$ cat src/rtl/alu_pkg.sv
// Shared opcode map, state encoding and flag layout for the sequential ALU.
package alu_pkg;

    localparam logic [2:0] OP_NEG   = 3'd0;
    localparam logic [2:0] OP_INC   = 3'd1;
    localparam logic [2:0] OP_ADD   = 3'd2;
    localparam logic [2:0] OP_ADDSH = 3'd3;
    localparam logic [2:0] OP_AND   = 3'd4;
    localparam logic [2:0] OP_OR    = 3'd5;
    localparam logic [2:0] OP_CAT   = 3'd6;
    localparam logic [2:0] OP_MUL   = 3'd7;

    typedef enum logic [0:0] {
        IDLE,
        MUL
    } state_e;

    typedef struct packed {
        logic zer;
        logic neg;
        logic cout;
        logic ovf;
    } flags_t;

endpackage

$ cat src/rtl/alu_seq_if.sv
// Request/result bundle between the register file, the ALU and writeback.
interface alu_seq_if #(
    parameter int unsigned WIDTH = 16,
    parameter int unsigned SHW   = 4
);
    logic             start;
    logic [2:0]       opc;
    logic [WIDTH-1:0] A;
    logic [WIDTH-1:0] B;
    logic             C;
    logic             use_cf;
    logic [SHW-1:0]   SHAMT;
    logic             in_ready;
    logic             done;
    logic [WIDTH-1:0] W;
    logic [WIDTH-1:0] res_hi;
    logic             zer;
    logic             neg;
    logic             cout;
    logic             ovf;

    modport master (
        output start, opc, A, B, C, use_cf, SHAMT,
        input  in_ready, done, W, res_hi, zer, neg, cout, ovf
    );

    modport slave (
        input  start, opc, A, B, C, use_cf, SHAMT,
        output in_ready, done, W, res_hi, zer, neg, cout, ovf
    );
endinterface

$ cat src/rtl/alu_mul_step.sv
// One shift-add multiply iteration: conditionally add the multiplicand to the
// accumulator high half. The caller shifts the (WIDTH+1)-bit sum right.
module alu_mul_step #(
    parameter int unsigned WIDTH = 16
) (
    input  logic [WIDTH-1:0] acc,
    input  logic [WIDTH-1:0] mcand,
    input  logic             mbit,
    output logic [WIDTH:0]   acc_nxt
);

    // Keep the carry so no product bit is lost for full-range operands
    always_comb begin
        acc_nxt = {1'b0, acc} + (mbit ? {1'b0, mcand} : '0);
    end

endmodule

$ cat src/rtl/alu_seq.sv
// Registered multi-cycle ALU: single-cycle ops 0-6, iterative unsigned MUL,
// carry flag chaining for multi-word adds.
module alu_seq import alu_pkg::*; #(
    parameter int unsigned WIDTH = 16,
    parameter int unsigned SHW   = 4
) (
    input  logic     clk,
    input  logic     rst,
    alu_seq_if.slave bus
);

    localparam int unsigned      CW  = $clog2(WIDTH + 1);
    localparam logic [WIDTH-1:0] ONE = {{(WIDTH-1){1'b0}}, 1'b1};
    localparam logic [WIDTH-1:0] MIN = {1'b1, {(WIDTH-1){1'b0}}};
    localparam logic [WIDTH-1:0] MAX = {1'b0, {(WIDTH-1){1'b1}}};

    state_e           state_q;
    logic [CW-1:0]    cnt_q;
    logic [WIDTH-1:0] mcand_q;
    logic [WIDTH-1:0] mplier_q;
    logic [WIDTH-1:0] acc_q;
    logic [WIDTH-1:0] w_q;
    logic [WIDTH-1:0] hi_q;
    flags_t           flags_q;
    logic             done_q;

    logic [WIDTH-1:0] sh_b;
    logic [WIDTH-1:0] add_b;
    logic             add_cin;
    logic [WIDTH:0]   sum;
    logic [WIDTH-1:0] res_w;
    flags_t           res_f;

    logic [WIDTH:0]   step_sum;
    logic [WIDTH-1:0] prod_hi;
    logic [WIDTH-1:0] prod_lo;
    flags_t           mul_f;

    // Single-cycle datapath for ops 0-6, evaluated on the live operands
    always_comb begin
        if (32'(bus.SHAMT) >= WIDTH) begin
            sh_b = {WIDTH{bus.B[WIDTH-1]}};
        end else begin
            sh_b = $signed(bus.B) >>> bus.SHAMT;
        end
        add_b   = (bus.opc == OP_ADDSH) ? sh_b : bus.B;
        add_cin = (bus.opc == OP_ADD) ? (bus.use_cf ? flags_q.cout : bus.C) : 1'b0;
        sum     = {1'b0, bus.A} + {1'b0, add_b} + {{WIDTH{1'b0}}, add_cin};

        res_w      = '0;
        res_f.cout = 1'b0;
        res_f.ovf  = 1'b0;
        case (bus.opc)
            OP_NEG: begin
                res_w      = ~bus.A + ONE;
                res_f.cout = (bus.A == '0);
                res_f.ovf  = (bus.A == MIN);
            end
            OP_INC: begin
                res_w      = bus.A + ONE;
                res_f.cout = (bus.A == '1);
                res_f.ovf  = (bus.A == MAX);
            end
            OP_ADD, OP_ADDSH: begin
                res_w      = sum[WIDTH-1:0];
                res_f.cout = sum[WIDTH];
                res_f.ovf  = (bus.A[WIDTH-1] == add_b[WIDTH-1]) &&
                             (sum[WIDTH-1] != bus.A[WIDTH-1]);
            end
            OP_AND: res_w = bus.A & bus.B;
            OP_OR:  res_w = bus.A | bus.B;
            OP_CAT: res_w = {bus.A[WIDTH/2-1:0], bus.B[WIDTH/2-1:0]};
            default: res_w = '0;
        endcase
        res_f.zer = (res_w == '0);
        res_f.neg = res_w[WIDTH-1];
    end

    alu_mul_step #(
        .WIDTH (WIDTH)
    ) u_mul_step (
        .acc     (acc_q),
        .mcand   (mcand_q),
        .mbit    (mplier_q[0]),
        .acc_nxt (step_sum)
    );

    // Product as it stands after this edge's step; valid as the result on the last step
    always_comb begin
        prod_hi    = step_sum[WIDTH:1];
        prod_lo    = {step_sum[0], mplier_q[WIDTH-1:1]};
        mul_f.zer  = (prod_lo == '0);
        mul_f.neg  = prod_lo[WIDTH-1];
        mul_f.cout = (prod_hi != '0);
        mul_f.ovf  = (prod_hi != '0);
    end

    // Control FSM with registered results and one-cycle done pulse
    always_ff @(posedge clk) begin
        if (rst) begin
            state_q  <= IDLE;
            cnt_q    <= '0;
            mcand_q  <= '0;
            mplier_q <= '0;
            acc_q    <= '0;
            w_q      <= '0;
            hi_q     <= '0;
            flags_q  <= '0;
            done_q   <= 1'b0;
        end else begin
            done_q <= 1'b0;
            case (state_q)
                IDLE: begin
                    if (bus.start) begin
                        if (bus.opc == OP_MUL) begin
                            mcand_q  <= bus.A;
                            mplier_q <= bus.B;
                            acc_q    <= '0;
                            cnt_q    <= CW'(WIDTH);
                            state_q  <= MUL;
                        end else begin
                            w_q     <= res_w;
                            hi_q    <= '0;
                            flags_q <= res_f;
                            done_q  <= 1'b1;
                        end
                    end
                end
                MUL: begin
                    // {acc, multiplier} shifts right one bit per step
                    acc_q    <= prod_hi;
                    mplier_q <= prod_lo;
                    cnt_q    <= cnt_q - CW'(1);
                    if (cnt_q == CW'(1)) begin
                        w_q     <= prod_lo;
                        hi_q    <= prod_hi;
                        flags_q <= mul_f;
                        done_q  <= 1'b1;
                        state_q <= IDLE;
                    end
                end
                default: state_q <= IDLE;
            endcase
        end
    end

    assign bus.in_ready = (state_q == IDLE);
    assign bus.done     = done_q;
    assign bus.W        = w_q;
    assign bus.res_hi   = hi_q;
    assign bus.zer      = flags_q.zer;
    assign bus.neg      = flags_q.neg;
    assign bus.cout     = flags_q.cout;
    assign bus.ovf      = flags_q.ovf;

endmodule

$ cat src/flat_wrapper.sv
// flat-port wrapper written by rule: the top's interface ports become plain ports
module alu_seq_flat import alu_pkg::*;
#(
    parameter int unsigned WIDTH = 16,
    parameter int unsigned SHW   = 4
)
  (clk, rst, bus_start, bus_opc, bus_A, bus_B, bus_C, bus_use_cf, bus_SHAMT, bus_in_ready, bus_done, bus_W, bus_res_hi, bus_zer, bus_neg, bus_cout, bus_ovf);
  alu_seq_if #(.WIDTH(WIDTH), .SHW(SHW)) bus_i ();
  input  logic clk;
  input  logic rst;
  input wire logic [$bits(bus_i.start)-1:0] bus_start;
  input wire logic [$bits(bus_i.opc)-1:0] bus_opc;
  input wire logic [$bits(bus_i.A)-1:0] bus_A;
  input wire logic [$bits(bus_i.B)-1:0] bus_B;
  input wire logic [$bits(bus_i.C)-1:0] bus_C;
  input wire logic [$bits(bus_i.use_cf)-1:0] bus_use_cf;
  input wire logic [$bits(bus_i.SHAMT)-1:0] bus_SHAMT;
  output wire logic [$bits(bus_i.in_ready)-1:0] bus_in_ready;
  output wire logic [$bits(bus_i.done)-1:0] bus_done;
  output wire logic [$bits(bus_i.W)-1:0] bus_W;
  output wire logic [$bits(bus_i.res_hi)-1:0] bus_res_hi;
  output wire logic [$bits(bus_i.zer)-1:0] bus_zer;
  output wire logic [$bits(bus_i.neg)-1:0] bus_neg;
  output wire logic [$bits(bus_i.cout)-1:0] bus_cout;
  output wire logic [$bits(bus_i.ovf)-1:0] bus_ovf;
  assign bus_i.start = bus_start;
  assign bus_i.opc = bus_opc;
  assign bus_i.A = bus_A;
  assign bus_i.B = bus_B;
  assign bus_i.C = bus_C;
  assign bus_i.use_cf = bus_use_cf;
  assign bus_i.SHAMT = bus_SHAMT;
  assign bus_in_ready = bus_i.in_ready;
  assign bus_done = bus_i.done;
  assign bus_W = bus_i.W;
  assign bus_res_hi = bus_i.res_hi;
  assign bus_zer = bus_i.zer;
  assign bus_neg = bus_i.neg;
  assign bus_cout = bus_i.cout;
  assign bus_ovf = bus_i.ovf;
  alu_seq #(.WIDTH(WIDTH), .SHW(SHW)) u_core (.clk(clk), .rst(rst), .bus(bus_i));
endmodule
$ cat config.mk
export PLATFORM = sky130hd
export DESIGN_NAME = alu_seq_flat
export DESIGN_NICKNAME = d
export VERILOG_FILES = /design/src/rtl/alu_pkg.sv /design/src/rtl/alu_seq_if.sv /design/src/rtl/alu_mul_step.sv /design/src/rtl/alu_seq.sv /design/src/flat_wrapper.sv
export SDC_FILE = /design/constraint.sdc
export NUM_CORES = 1
export LEC_CHECK = 0
export CAP_MARGIN = 25
export CORE_ASPECT_RATIO = 0.5
export CORE_MARGIN = 2
export CORE_UTILIZATION = 45
export DETAILED_ROUTE_END_ITERATION = 16
export PLACE_DENSITY = 0.66
export SYNTH_ARGS = -nofsm -noshare
export SYNTH_HDL_FRONTEND = slang
export SYNTH_SLANG_ARGS = --single-unit
$ cat constraint.sdc
create_clock -name clk -period 6.8 [get_ports clk]
set_clock_uncertainty 0.05 [all_clocks]
set_input_delay 2.04 -clock clk [delete_from_list [all_inputs] [get_ports clk]]
set_output_delay 2.04 -clock clk [all_outputs]
set_load 0.005 [all_outputs]
==> results of run 1 <==
path summary, 6_finish.rpt:
check	start	end	slack, ps	cells after the start
max	bus_B[14]	u_core.bus.ovf$_SDFFE_PP0P_	540	16
min	u_core.mcand_q[1]$_SDFFE_PP0P_	u_core.mcand_q[1]$_SDFFE_PP0P_	400	2
max reg2reg	u_core.mplier_q[0]$_SDFFE_PP0P_	u_core.bus.ovf$_SDFFE_PP0P_	2290	11
min reg2reg	u_core.mcand_q[1]$_SDFFE_PP0P_	u_core.mcand_q[1]$_SDFFE_PP0P_	400	2
flip-flops by register name (all words and copies together) (netlist names):
| name | flops |
|---|---|
| u_core.state_q | 1 |
| u_core.cnt_q | 5 |
| u_core.bus.cout | 1 |
| u_core.bus.res_hi | 16 |
| u_core.bus.neg | 1 |
| u_core.bus.W | 15 |
| u_core.bus.done | 1 |
| u_core.mplier_q | 16 |
| u_core.bus.zer | 1 |
| u_core.acc_q | 16 |
| u_core.mcand_q | 16 |
| u_core.bus.ovf | 1 |
power breakdown:
part | switching [µW] | internal [µW]
Combinational | 233 | 166
Clock | 224 | 327
Sequential | 12.1 | 545
cell families (layout without fill, tap and decap cells):
group	count (synthesis)	after routing	share of synthesized area, %
XOR/XNOR	31	31	3.74
buffers and inverters	87	149	4.76
AO/OA/AOI/OAI	324	324	28.7
adder cells (fa/ha/maj)	49	49	8.41
AND/OR/NAND/NOR	359	359	23.1
multiplexers	38	38	6.46
flip-flops	90	90	24.8
worst reg2reg max path, stage by stage, from the launching register on:
cell and delay (ps):
dfxtp_1 430, and2_1 230, ha_1 250, fa_1 470, xor2_1 240, a2111oi_0 330
o311ai_0 280, or4_1 500, or4_1 490, or4_1 470, o31ai_1 500, a21oi_1 110
Yosys cell counts (4+ instances only):
master      n  area [µm²]
mux4_2      6         135
mux2_2     11         124
clkbuf_1   53         199
o211ai_1   17         128
buf_1       9        33.8
nand3_1    23         115
a21o_1     14         105
o31a_1      5        43.8
a22oi_1    11        82.6
o311ai_0    5        43.8
o21ai_0    51         255
o21ai_1    11        55.1
nor3_1     16        80.1
a211oi_1   17         128
or3_1       9        56.3
o221ai_1    5        43.8
maj3_1     10         100
nor2_1     77         289
o21a_1      7        52.6
ha_1       36         450
a311oi_1    8        70.1
o31ai_1     4        30.0
or4_1       7        52.6
nand2_1   153         574
mux2i_1    21         210
nand4_1     8        50.1
a31oi_1    16         100
inv_1      18        67.6
nand2b_1   10        62.6
a21oi_1   111         556
nor4_1     12        75.1
and2_1     20         125
xor2_1      8        70.1
and3_1      4        25.0
nor4b_1     4        35.0
o21bai_1    8        60.1
dfxtp_1    90        1800
xnor2_1    23         201
per-stage QoR:
| step | hold slack (ps) | power (µW) | utilization [%] | setup WS [ps] |
|---|---|---|---|---|
| CTS | 402 | 1500 | 55.3 | 586 |
| finish | 401 | 1510 | 55.3 | 539 |
| floorplan | 382 | 809 | - | 584 |
| global placement | 388 | 955 | 53.2 | 330 |
| global route | 418 | 1570 | 55.3 | 101 |
| detailed placement | 393 | 957 | 53.2 | 240 |
per-layer routing:
| metal | vias to the layer above | track usage [%] | part of all wire (%) |
|---|---|---|---|
| met3 | 41 | 6.05 | 9.1 |
| li1 | 3704 | - | - |
| met2 | 349 | 45.9 | 43 |
| met4 | 0 | 7.93 | 2.0 |
| met5 | - | 0 | 0 |
| met1 | 3544 | 39.8 | 46 |
layout make-up:
cell class	instances	area, µm²
clock inverter	6	96.3
tap	204	255
multi-input combinational	801	5120
sequential	90	1800
clock buffer	10	229
timing repair buffer	112	1040
fill	1518	6960
inverter	21	78.8
==> impl_metrics.tcl, run 1 <==
set metrics [dict create \
    ys_seq_area_share_pct 24.8 \
    synth.distinct_cells 78 \
    fmaxAchievable_mhz 160 \
    avgViaCountPerCell 6.14 \
    layout_common_cells "153 x nand2_1, 111 x a21oi_1, 89 x dfxtp_1, 80 x clkdlybuf4s50_1, 77 x nor2_1" \
    fin_cells 1244 \
    dp_cells 1228 \
    syn_inst 978 \
    cts_resized 0 \
    crit_type "input pin to register" \
    cts_tree "done" \
    core-area_um2 15600 \
    cts.sinks 90 \
    grt_pass1_wl_um 39100 \
    finalCriticalPeriod_ps 6260 \
    dr.pass1.iters 5 \
    grt_pass1_vias 7210 \
    row_count 32 \
    cellPowerDensity_nw_per_um2 175 \
    fin_nets 1118 \
    numCtsBuffers 9 \
    htree_levels 3 \
    portBuffers 81 \
    antenna_found_initial 0 \
    ant_nets 0 \
    crit_required_ps 7020 \
    die_w_um 184 \
    syn_nets 1061 \
    num_vias 7638 \
    clk_pin_slew_ps 70 \
    crit_path_max_fanout 5 \
    drive_gt1_share_pct 7.40 \
    worstPathArrival_ps 6480 \
    die_y_um 93.8 \
    finalMaxSlewViolations 0 \
    clockBufferDepth 2 \
    yosys_warnings 0 \
    p_leak_uw 0.00331 \
    synth_edf_count 0 \
    ioPinCount 82 \
    cts-root-buf "clkbuf_16" \
    cp_slowest_stage_delay_ps 680 \
    initial_core_util_pct 46.6 \
    synthArstFlopShare_pct 0 \
    tightest_slew_ps 1010 \
    cp-start-kind "input pin" \
    path_cells "clkdlybuf4s50_1 -> buf_4 -> mux2_2 -> mux2i_1 -> mux4_2 -> o21ai_0 -> ha_1 -> o21a_1 -> o221a_2 -> o31a_1 -> o21bai_1 -> a31oi_1 -> a21oi_1 -> mux2_2 -> o31a_1 -> a21oi_1" \
    totalWireLength_um 24500 \
    maxCapViolCount 0 \
    clk_latency_ps 350 \
    setup_viol 0 \
    place.gp.congestion 0.961 \
    crit_family "compound AO/OA/AOI/OAI gates" \
    syn_area_um2 7260 \
    drtIter0Drc 799 \
    postCtsSetupBuffers 0 \
    worstSetupEndpointType "register" \
    dp_hpwl_um 18200 \
    outcome "complete, no violations" \
    fin_tns_setup_ps 0 \
    routedWlPerCell_um 19.7 \
    rsz0062_at_grt "no" \
    antenna_cells 0 \
    ys.flop_type "dfxtp_1" \
    drc 0 \
    hold_path.class "register to register" \
    syn_to_final_growth_pct 18.7 \
    hold_buffers 0 \
    peakVddDrop_mv 0.108 \
    slew_headroom_pct 32.5 \
    crit_buf_inv 2 \
    timing.final.crit_share_pct 92.1 \
    fin_area_um2 8620 \
    finalHoldViolCount 0 \
    dieArea_um2 17200 \
    cp_slowest_cell "clkdlybuf4s50_1" \
    grt-ovfl-total 0 \
    grt_usage_pct 28.9 \
    synth.avg_cell_area_um2 7.42 \
    ys_ff_latch 90 \
    placed_area_um2 8290 \
    grt_max_degree 93 \
    layout_commonest_cell "nand2_1" \
]
(Power assumes the default switching activity.)
==> inputs of run 2 (changes only) <==
CORE_ASPECT_RATIO = default   (was 0.5)
CORE_UTILIZATION = 40   (was 45)
PLACE_DENSITY = default   (was 0.66)
==> run 2 against run 1 <==
Compared with the run above: fmax down 2.4%; setup slack worse by 150 ps; highest routed layer unchanged; critical path depth increased by 5; largest cell class unchanged; flip-flop and latch count stayed put; non-clock buffer count increased by 3.
==> impl_metrics.tcl, run 2 (synthesized netlist as in run 1, its figures left out) <==
set metrics [dict create \
    tightest_slew_ps 955 \
    clk_latency_ps 340 \
    crit_family "compound AO/OA/AOI/OAI gates" \
    setup_viol 0 \
    timing.final.crit_share_pct 94.3 \
    initial_core_util_pct 40.6 \
    crit_path_max_fanout 12 \
    cts_tree "done" \
    fin_area_um2 8650 \
    grt-ovfl-total 0 \
    totalWireLength_um 25000 \
    fmaxAchievable_mhz 156 \
    clk_pin_slew_ps 60 \
    layout_commonest_cell "nand2_1" \
    cellPowerDensity_nw_per_um2 169 \
    antenna_cells 0 \
    dieArea_um2 19200 \
    rsz0062_at_grt "no" \
    syn_to_final_growth_pct 19.2 \
    cts-root-buf "clkbuf_16" \
    ant_nets 0 \
    grt_pass1_wl_um 40000 \
    fin_tns_setup_ps 0 \
    layout_common_cells "153 x nand2_1, 111 x a21oi_1, 89 x dfxtp_1, 80 x clkdlybuf4s50_1, 77 x nor2_1" \
    dp_hpwl_um 18600 \
    cp-start-kind "input pin" \
    crit_required_ps 6990 \
    grt_usage_pct 25.8 \
    crit_buf_inv 4 \
    place.gp.congestion 0.987 \
    finalMaxSlewViolations 0 \
    drtIter0Drc 898 \
    cts_resized 0 \
    path_cells "clkdlybuf4s50_1 -> buf_4 -> mux2i_1 -> a21oi_1 -> mux2_2 -> nand2_1 -> o21ai_0 -> mux2i_1 -> fa_1 -> inv_1 -> fa_1 -> a211oi_1 -> buf_4 -> o21bai_1 -> a211oi_1 -> a211oi_1 -> o32ai_1 -> nand3_1 -> nor4b_1 -> nand4b_1 -> o41ai_1" \
    portBuffers 81 \
    slew_headroom_pct 36.4 \
    worstPathArrival_ps 6600 \
    n_fill_cell 1818 \
    outcome "complete, no violations" \
    finalHoldViolCount 0 \
    placed_area_um2 8350 \
    cts.sinks 90 \
    crit_type "input pin to register" \
    cp_slowest_cell "clkdlybuf4s50_1" \
    grt_pass1_vias 7005 \
    core-area_um2 17900 \
    die_w_um 139 \
    worstSetupEndpointType "register" \
    finalCriticalPeriod_ps 6410 \
    die_y_um 139 \
    clockBufferDepth 2 \
    hold_buffers 0 \
    drive_gt1_share_pct 7.67 \
    p_leak_uw 0.00332 \
    row_count 49 \
    maxCapViolCount 0 \
    drc 0 \
    dr.pass1.iters 5 \
    numCtsBuffers 9 \
    hold_path.class "register to register" \
    avgViaCountPerCell 6.06 \
    grt_max_degree 92 \
    htree_levels 3 \
    path_common_cell "a211oi_1" \
    cp_slowest_stage_delay_ps 580 \
    num_vias 7714 \
    fin_nets 1121 \
    antenna_found_initial 0 \
    postCtsSetupBuffers 0 \
    ioPinCount 82 \
    routedWlPerCell_um 19.6 \
    peakVddDrop_mv 0.162 \
]
-- run 2: cell count changes in the layout (fill, tap and decap cells not counted) --
cell	delta
bufinv_16	-1
clkbuf_8	+1
inv_8	-1
nor4b_2	+1
nor4b_1	-1
buf_4	+3
inv_6	-1
clkbuf_1	+1
clkinv_2	+1
-- run 2: layer usage --
metal	track usage, %	up-vias	part of all wire [%]
met1	39.0	3589	47
met2	38.8	357	43
met5	0	-	0
met3	2.76	42	7.8
li1	-	3726	-
met4	7.12	0	1.8
-- run 2: worst register-to-register path: stages, from the launching register on --
cell       delay [ps]
dfxtp_1           470
and2_1            250
ha_1              240
fa_1              440
xor2_1            230
a2111oi_0         390
o311ai_0          270
or4_1             490
or4_1             510
or4_1             450
nor3_1            270
a2111oi_0         140
-- run 2: where the power goes --
group,leakage (µW),switching (µW),internal [µW]
Combinational,0.00244,234,170
Clock,0.000143,209,295
Sequential,0.000731,12.4,545
Total,0.00332,456,1010
-- run 2: path summary, 6_finish.rpt --
kind	from	end	slack [ps]	cells after the start
setup / recovery	bus_SHAMT[1]	u_core.bus.zer$_SDFFE_PP0P_	390	21
hold / removal	u_core.mcand_q[9]$_SDFFE_PP0P_	u_core.mcand_q[9]$_SDFFE_PP0P_	400	2
setup reg to reg	u_core.mplier_q[0]$_SDFFE_PP0P_	u_core.bus.cout$_SDFFE_PP0P_	2420	11
hold reg to reg	u_core.mcand_q[9]$_SDFFE_PP0P_	u_core.mcand_q[9]$_SDFFE_PP0P_	400	2
-- run 2: per-stage QoR --
stage / worst slack [ps] / utilization (%) / power (µW) / instances / hold WS (ps)
CTS: 439 / 48.3 / 1470 / 1272 / 402
floorplan: 584 / - / 809 / 978 / 382
detailed placement: 109 / 46.7 / 965 / 1256 / 393
global route: 8.39 / 48.3 / 1530 / 1272 / 419
global placement: 254 / 46.7 / 966 / 1256 / 388
finish: 388 / 48.3 / 1470 / 1272 / 400
-- run 2: area by class of cell --
| cell class | count | area, µm² | area share [%] |
|---|---|---|---|
| sequential | 90 | 1800 | 20.8 |
| clock buffer | 12 | 246 | 2.85 |
| timing repair buffer | 115 | 1060 | 12.3 |
| multi-input combinational | 801 | 5120 | 59.2 |
| tap | 229 | 287 | 3.31 |
| inverter | 21 | 78.8 | 0.911 |
| clock inverter | 4 | 51.3 | 0.593 |
==> inputs of run 3 (changes only) <==
clock period = 7.37 ns   (was 6.8 ns; I/O delays follow)
==> run 3 against run 2 <==
Compared with the run above: critical path depth up 1; clock power decreased by 1%; final cell count is 0.63% lower; highest routed layer unchanged.
==> impl_metrics.tcl, run 3 (synthesized netlist as in run 1, its figures left out) <==
set metrics [dict create \
    timing.rr.end "u_core.bus.ovf$_SDFFE_PP0P_" \
    avgViaCountPerCell 6.06 \
    core-area_um2 17900 \
    portBuffers 81 \
    clockBufferDepth 2 \
    num_vias 7665 \
    cts_resized 0 \
    multiInputGateArea_um2 5120 \
    syn_to_final_growth_pct 18.7 \
    hold_buffers 0 \
    ioPinCount 82 \
    r2r_start "u_core.mplier_q[0]$_SDFFE_PP0P_" \
    path_common_cell "a21oi_1" \
    routedWlPerCell_um 19.9 \
    grt_usage_pct 25.3 \
    antenna_cells 0 \
    power.total_uw 1380 \
    timing.final.crit_share_pct 90.7 \
    crit_family "compound AO/OA/AOI/OAI gates" \
    postCtsSetupBuffers 0 \
    drtIter0Drc 894 \
    finalHoldViolCount 0 \
    clk_pin_slew_ps 60 \
    dr.pass1.iters 5 \
    die_w_um 139 \
    min_to "u_core.mcand_q[2]$_SDFFE_PP0P_" \
    worstPathArrival_ps 6850 \
    layout_common_cells "153 x nand2_1, 111 x a21oi_1, 89 x dfxtp_1, 80 x clkdlybuf4s50_1, 77 x nor2_1" \
    dieArea_um2 19200 \
    seqCellArea_um2 1800 \
    drc 0 \
    grt_pass1_wl_um 39200 \
    clk_latency_ps 350 \
    cp_slowest_cell "clkdlybuf4s50_1" \
    cts-root-buf "clkbuf_16" \
    worstSetupEndpointType "register" \
    n_fill_cell 1837 \
    cts.sinks 90 \
    row_count 49 \
    crit_type "input pin to register" \
    path_cells "clkdlybuf4s50_1 -> buf_4 -> nor2_1 -> a21oi_1 -> nor2_1 -> a21oi_1 -> mux2_2 -> nand2_1 -> o21ai_0 -> mux2i_1 -> fa_1 -> inv_1 -> fa_1 -> a211oi_1 -> buf_4 -> o211ai_1 -> nand4_1 -> o21ai_0 -> a21oi_1 -> o311ai_0 -> a21oi_1 -> a2111oi_0" \
    cellPowerDensity_nw_per_um2 160 \
    antenna_found_initial 0 \
    fin_nets 1114 \
    maxCapViolCount 0 \
    dp_hpwl_um 18500 \
    outcome "complete, no violations" \
    place.gp.congestion 0.986 \
    r2r.worst_path.cells 11 \
    peakVddDrop_mv 0.121 \
    hold_path.class "register to register" \
    htree_levels 3 \
    grt_pass1_vias 6766 \
    tightest_slew_ps 1030 \
    layout_commonest_cell "nand2_1" \
    r2r_setup_slack_ps 3000 \
    grt_max_degree 92 \
    cts_tree "done" \
    setup_viol 0 \
    fin_cells 1264 \
    crit_buf_inv 4 \
    drive_gt1_share_pct 7.15 \
    cp-start-kind "input pin" \
    initial_core_util_pct 40.6 \
    crit_path_max_fanout 8 \
    die_y_um 139 \
    placed_area_um2 8300 \
    fin_tns_setup_ps 0 \
    fmaxAchievable_mhz 150 \
    crit_required_ps 7530 \
    ant_nets 0 \
    hold_path_depth 2 \
    finalMaxSlewViolations 0 \
    fin_area_um2 8620 \
    numCtsBuffers 9 \
    dp_cells 1249 \
    totalWireLength_um 25100 \
    grt-ovfl-total 0 \
    slew_headroom_pct 30.9 \
    cp_slowest_stage_delay_ps 650 \
    min_from "u_core.mcand_q[2]$_SDFFE_PP0P_" \
    final_util_pct 48.1 \
    finalCriticalPeriod_ps 6680 \
    rsz0062_at_grt "no" \
    p_leak_uw 0.00329 \
]
[run 3: layout make-up]
| cell class | instances | area share (%) |
|---|---|---|
| multi-input cells | 801 | 59.5 |
| flip-flops and latches | 90 | 20.9 |
| inverters | 21 | 0.915 |
| repair buffers | 108 | 11.7 |
| well taps | 229 | 3.33 |
| clock buffers | 9 | 2.61 |
| clock inverters | 6 | 1.06 |
[run 3: metrics by stage]
| stage | hold slack [ps] | setup WS [ps] |
|---|---|---|
| final | 401 | 686 |
| after CTS | 402 | 766 |
| after detailed placement | 393 | 439 |
| after global routing | 419 | 317 |
| after floorplan | 382 | 983 |
| after global placement | 388 | 444 |
[run 3: worst max path at each step]
stage	from	to	slack [ps]	cells past startpoint
final	bus_SHAMT[1]	u_core.bus.cout$_SDFFE_PP0P_	690	22
after detailed placement	bus_SHAMT[0]	u_core.bus.zer$_SDFFE_PP0P_	440	22
after CTS	bus_SHAMT[0]	u_core.bus.zer$_SDFFE_PP0P_	770	22
after global routing	bus_SHAMT[1]	u_core.bus.cout$_SDFFE_PP0P_	320	22
after global placement	bus_SHAMT[1]	u_core.bus.zer$_SDFFE_PP0P_	440	20
after floorplan	bus_SHAMT[1]	u_core.bus.zer$_SDFFE_PP0P_	980	21
[run 3: where the power goes]
group,switching [µW],internal (µW)
combinational,217,153
sequential,11.5,503
clock,201,297
[run 3: worst min-delay path: stages, from the launching register on]
cell	delay, ps
dfxtp_1	300
nand2_1	50
a21oi_1	50
[run 3: routing by layer]
metal  up-vias  part of all wire (%)  GRT usage, %
li1       3706                     -             -
met1      3578                    47          38.0
met2       341                    43          37.3
met3        40                   8.0          3.87
met4         0                   1.9          7.28
met5         -                     0             0
